--- src/rtl/spi_target.sv ---
// spi_target: SPI target port with one-byte RX/TX buffers, all four CPOL/CPHA
// modes, and an 8-register CPU interface.
module spi_target (
    input  logic       clk,
    input  logic       reset,
    input  logic       spi_clk,
    input  logic       mosi,
    input  logic       cs_n,
    output logic       miso,
    output logic       miso_oe,
    output logic       interrupt,
    input  logic [2:0] reg_addr,
    input  logic [7:0] reg_data_in,
    output logic [7:0] reg_data_out,
    input  logic       reg_read,
    input  logic       reg_write
);
    logic [1:0] sck_sy, mosi_sy, cs_sy, mode;
    logic       sck_d, cs_d, cs_active, load_pend, rx_valid, tx_full, overrun, underrun;
    logic [5:0] ctrl;
    logic [2:0] bit_cnt, int_status;
    logic [6:0] r_in, sh;
    logic [7:0] rx_data, tx_hold, rx_byte, load_val;
    logic       en, sck_edge, lead, sample, shift, cs_fall, cs_rise, start, abort, act;
    logic       rx_done, rx_store, load, wr0, wr1, wr3, rd0;

    assign en       = ctrl[2];
    assign wr0      = reg_write && reg_addr == 3'd0;
    assign wr1      = reg_write && reg_addr == 3'd1;
    assign wr3      = reg_write && reg_addr == 3'd3;
    assign rd0      = reg_read && reg_addr == 3'd0;
    assign sck_edge = sck_sy[1] ^ sck_d;
    // leading edge: SCK moves away from the latched idle level
    assign lead     = sck_edge & (sck_sy[1] ^ mode[1]);
    assign sample   = mode[0] ? sck_edge & ~lead : lead;
    assign shift    = mode[0] ? lead : sck_edge & ~lead;
    assign cs_fall  = cs_d & ~cs_sy[1];
    assign cs_rise  = ~cs_d & cs_sy[1];
    assign start    = cs_fall & en;
    assign abort    = cs_active & (cs_rise | ~en);
    assign act      = cs_active & ~abort;
    assign rx_byte  = {r_in, mosi_sy[1]};
    assign rx_done  = act & sample & (bit_cnt == 3'd7);
    // a same-cycle rx_data read frees the buffer for the incoming byte
    assign rx_store = rx_done & (~rx_valid | rd0);
    assign load     = (start & ~ctrl[0]) | (act & shift & load_pend);
    assign load_val = tx_full ? tx_hold : 8'hFF;
    assign miso_oe  = cs_active & en;
    assign interrupt = |(int_status & ctrl[5:3]);
    assign reg_data_out = reg_addr == 3'd0 ? rx_data :
                          reg_addr == 3'd1 ? {3'b0, overrun, underrun, cs_active, ~tx_full, rx_valid} :
                          reg_addr == 3'd2 ? {2'b0, ctrl} :
                          reg_addr == 3'd3 ? {5'b0, int_status} : 8'h00;

    always_ff @(posedge clk) begin
        if (!reset) begin
            sck_sy     <= 2'b00;
            mosi_sy    <= 2'b00;
            cs_sy      <= 2'b11;
            sck_d      <= 1'b0;
            cs_d       <= 1'b1;
            ctrl       <= 6'd0;
            mode       <= 2'd0;
            cs_active  <= 1'b0;
            load_pend  <= 1'b0;
            bit_cnt    <= 3'd0;
            r_in       <= 7'd0;
            sh         <= 7'h7F;
            miso       <= 1'b1;
            rx_data    <= 8'd0;
            rx_valid   <= 1'b0;
            tx_hold    <= 8'd0;
            tx_full    <= 1'b0;
            overrun    <= 1'b0;
            underrun   <= 1'b0;
            int_status <= 3'd0;
        end else begin
            sck_sy     <= {sck_sy[0], spi_clk};
            mosi_sy    <= {mosi_sy[0], mosi};
            cs_sy      <= {cs_sy[0], cs_n};
            sck_d      <= sck_sy[1];
            cs_d       <= cs_sy[1];
            if (reg_write && reg_addr == 3'd2) ctrl <= reg_data_in[5:0];
            if (wr0) tx_hold <= reg_data_in;
            if (rx_store) rx_data <= rx_byte;
            tx_full    <= wr0 | (tx_full & ~load);
            rx_valid   <= rx_store | (rx_valid & ~rd0);
            overrun    <= (rx_done & ~rx_store) | (overrun & ~(wr1 & reg_data_in[4]));
            underrun   <= (load & ~tx_full) | (underrun & ~(wr1 & reg_data_in[3]));
            int_status <= {abort & cs_rise, load & tx_full, rx_store} | (int_status & ~(wr3 ? reg_data_in[2:0] : 3'b0));
            if (abort) begin
                cs_active <= 1'b0;
                bit_cnt   <= 3'd0;
                miso      <= 1'b1;
            end else begin
                if (start) begin
                    cs_active <= 1'b1;
                    bit_cnt   <= 3'd0;
                    mode      <= ctrl[1:0];
                    load_pend <= ctrl[0];
                end
                if (load) begin
                    sh   <= load_val[6:0];
                    miso <= load_val[7];
                end else if (act & shift) begin
                    sh   <= {sh[5:0], 1'b1};
                    miso <= sh[6];
                end
                if (act & sample) begin
                    r_in    <= rx_byte[6:0];
                    bit_cnt <= bit_cnt + 3'd1;
                end
                if (rx_done) load_pend <= 1'b1;
                else if (load) load_pend <= 1'b0;
            end
        end
    end
endmodule

--- config.mk ---
export PLATFORM = sky130hd
export DESIGN_NAME = spi_target
export DESIGN_NICKNAME = d
export VERILOG_FILES = /design/src/rtl/spi_target.sv
export SDC_FILE = /design/constraint.sdc
export NUM_CORES = 1
export LEC_CHECK = 0
export ABC_AREA = 0
export CAP_MARGIN = 20
export CORE_MARGIN = 10
export CORE_UTILIZATION = 50
export DETAILED_ROUTE_END_ITERATION = 16
export GPL_ROUTABILITY_DRIVEN = 0
export PLACE_DENSITY = 0.74
export SYNTH_ARGS = -nofsm -noshare
export SYNTH_HDL_FRONTEND = slang
export SYNTH_SLANG_ARGS = --single-unit
--- constraint.sdc ---
create_clock -name clk -period 2.1 [get_ports clk]
set_input_delay 0.42 -clock clk [delete_from_list [all_inputs] [get_ports clk]]
set_output_delay 0.42 -clock clk [all_outputs]
set_load 0.02 [all_outputs]
==> flow_metrics.env <==
export IMPL_synth_area_mm2=0.00268
export IMPL_maxSlewViolCount=0
export IMPL_die_w_um=93.1
export IMPL_clk_latency_ns=0.33
export IMPL_fin_nets=356
export IMPL_tritoncts="yes"
export IMPL_hp_class="reg2reg"
export IMPL_yosys_area_top_type="dfxtp_1"
export IMPL_syn_area_per_cell_um2=8.95
export IMPL_crit_path_end_kind="output port"
export IMPL_setup_violations=0
export IMPL_syn_inst=299
export IMPL_gr_usage_all_layers_pct=14.5
export IMPL_worst_pin_slew_ns=0.645
export IMPL_drc=0
export IMPL_grt_pass1_wl_mm=10.2
export IMPL_grt_pass1_vias=2141
export IMPL_die_h_um=93.1
export IMPL_ys_ff_latch=59
export IMPL_cp_max_fo=7
export IMPL_path_cells="dlygate4sd2_1 > mux4_2 > nor2b_1 > dlygate4sd2_1"
export IMPL_period_needed_ns=2.00
export IMPL_synthToLayoutAreaGrowth_pct=25.1
export IMPL_hold_viol_final=0
export IMPL_period_share_pct=95.4
export IMPL_drtAntennaViolNets=0
export IMPL_layout_common_cells="dfxtp_1 (59), nand2_1 (38), mux2i_1 (28), a21oi_1 (28), nor2_1 (21)"
export IMPL_instances_no_fill=411
export IMPL_drt_iter0_drc=177
export IMPL_dieArea_mm2=0.00868
export IMPL_routed_wl_mm=6.13
export IMPL_synth_edff_count=0
export IMPL_startpoint_type="input port"
export IMPL_antenna_found_initial=0
export IMPL_min_from="cs_sy[0]$_SDFF_PN1_"
export IMPL_design_core_area_mm2=0.00514
export IMPL_slowest_delay_ns=0.37
export IMPL_seq_area_frac_synth_pct=44.2
export IMPL_grt_overflow=0
export IMPL_grt_max_degree=33
export IMPL_fill_cells=444
export IMPL_viasPerCell=5.43
export IMPL_synthArstFlopShare_pct=0
export IMPL_place_ws_ns=-0.568
export IMPL_grt_use_met1_pct=18.0
export IMPL_gr_usage_met2_pct=23.2
export IMPL_diodes=0
export IMPL_path_clk_slew_ns=0.06
export IMPL_start_util_pct=52.0
export IMPL_max_slew_margin_rel_pct=56.9
export IMPL_place_inst=395
export IMPL_post_cts_buffers=0
export IMPL_h_tree_depth=3
export IMPL_startpoint="reg_addr[1]"
export IMPL_synthTopCellsByArea="dfxtp_1 (44%), mux2i_1 (10%), nand2_1 (5.3%)"
export IMPL_ios=29
export IMPL_clk_path_buf_depth=2
export IMPL_cts_buffers_inserted=9
export IMPL_fin_ws_ns=0.0956
export IMPL_dr_pass1_iters=4
export IMPL_fmaxAchievable_mhz=499
export IMPL_p_leak_nw=1.40
export IMPL_use_met3_pct=3.36
export IMPL_port_buffers=28
export IMPL_slowest_stage="dlygate4sd2_1"
export IMPL_cpMostUsedCell="dlygate4sd2_1"
export IMPL_rsz0062_at_grt="false"
export IMPL_place_hpwl_mm=4.42
export IMPL_fin_worst_skew_ns=0.00581
export IMPL_yosysTopAreaCellShare_pct=44.2
export IMPL_reg2reg_depth=5
export IMPL_multi_input_area_mm2=0.00137
export IMPL_pwr_density_cell_mw_per_mm2=727
export IMPL_final_common_cell="dfxtp_1"
export IMPL_worst_hold_slack_ns=0.410
export IMPL_status="completed"
export IMPL_arrival_ns=1.58
export IMPL_clock_sinks=59
export IMPL_worstSetupPathType="in2out"
export IMPL_min_path_cells=1
export IMPL_wl_per_cell_um=14.9
export IMPL_postSynthNetCount=319
export IMPL_clk_root_buffer_cell="clkbuf_8"
export IMPL_rows=26
export IMPL_drive_above_1_share_pct=14.4
export IMPL_cap_violations=0
export IMPL_vias=2233
export IMPL_regArea_mm2=0.00118
export IMPL_synthFlopType="dfxtp_1"
export IMPL_ir_drop_mv=0.394
export IMPL_synth_distinct_cells=40
export IMPL_cp_required_ns=1.68
export IMPL_yosysWarningCount=0
export IMPL_gr_max_usage_layer="met2"
export IMPL_r2r_start="mode[0]$_SDFFE_PN0P_"
-- report_power, final --
group	switching (mW)	total, mW	internal (mW)
clock	0.424	1.15	0.726
sequential	0.00874	1.14	1.13
combinational	0.0721	0.141	0.0691
-- path summary, 6_finish.rpt --
path	endpoint	slack [ns]
worst max register to register	rx_data[7]$_SDFFE_PN0P_	0.26
worst min-delay path	cs_sy[1]$_SDFF_PN1_	0.41
worst max-delay path	reg_data_out[2]	0.1
worst min register to register	cs_sy[1]$_SDFF_PN1_	0.41
-- sequential cells by signal, summed over array words and instances, names as in the netlist, 3 cells and up --
name,count
ctrl,6
int_status,3
rx_data,8
bit_cnt,3
r_in,7
tx_hold,8
sh,7
-- layer usage --
metal / vias to the layer above / share of wire (%)
met4: 0 / 1.8
met5: - / 0
met2: 60 / 46
met1: 1042 / 47
met3: 12 / 5.2
li1: 1119 / -
-- critical path, delay by kind of cell --
| kind | cells | cell delay, ns |
|---|---|---|
| buffers and inverters | 2 | 0.69 |
| muxes | 1 | 0.33 |
| and+or+nand+nor | 1 | 0.14 |
-- synth_stat cells, drive strengths merged, types with 3 or more instances --
cell type	count
nand4	3
dfxtp	59
buf	8
o311a	6
mux4	3
nor2	21
o21ai	7
nand2	38
nand2b	8
clkbuf	14
a21oi	29
and2	9
o22ai	7
nor3	4
nand3	10
o211ai	3
mux2i	29
inv	12
nor2b	5
-- what timing repair did --
item / CTS / global route
gates resized for setup: 13 / 7
hold buffers: 0 / 0
setup endpoints to repair: 8 / 6
-- kinds of logic after synthesis --
family	count (synthesis)	synth area share [%]
multiplexers	33	13.9
buffers and inverters	34	5.24
XOR/XNOR	1	0.608
AND/OR/NAND/NOR	109	20.4
AO/OA/AOI/OAI	61	14.7
flip-flops	59	44.2
adder cells (fa/ha/maj)	2	0.935
-- stage by stage --
step	total power, mW	util [%]	cell area [um2]	TNS (ns)
floorplan	1.23	-	2680	0
CTS	2.45	65.1	3350	0
global placement	1.30	60.8	3130	-5.77
detailed placement	1.31	60.8	3130	-6.14
finish	2.43	65.1	3350	0
global route	2.51	65.1	3350	0
-- final cells by class --
type,count,area share [%]
Multi-Input combinational cell,206,41.1
Sequential cell,59,35.3
Timing Repair Buffer,48,12.9
Clock buffer,11,4.53
Tap cell,70,2.62
Clock inverter,5,2.24
Inverter,12,1.35
Note: power is estimated with default switching activity, not from simulation.
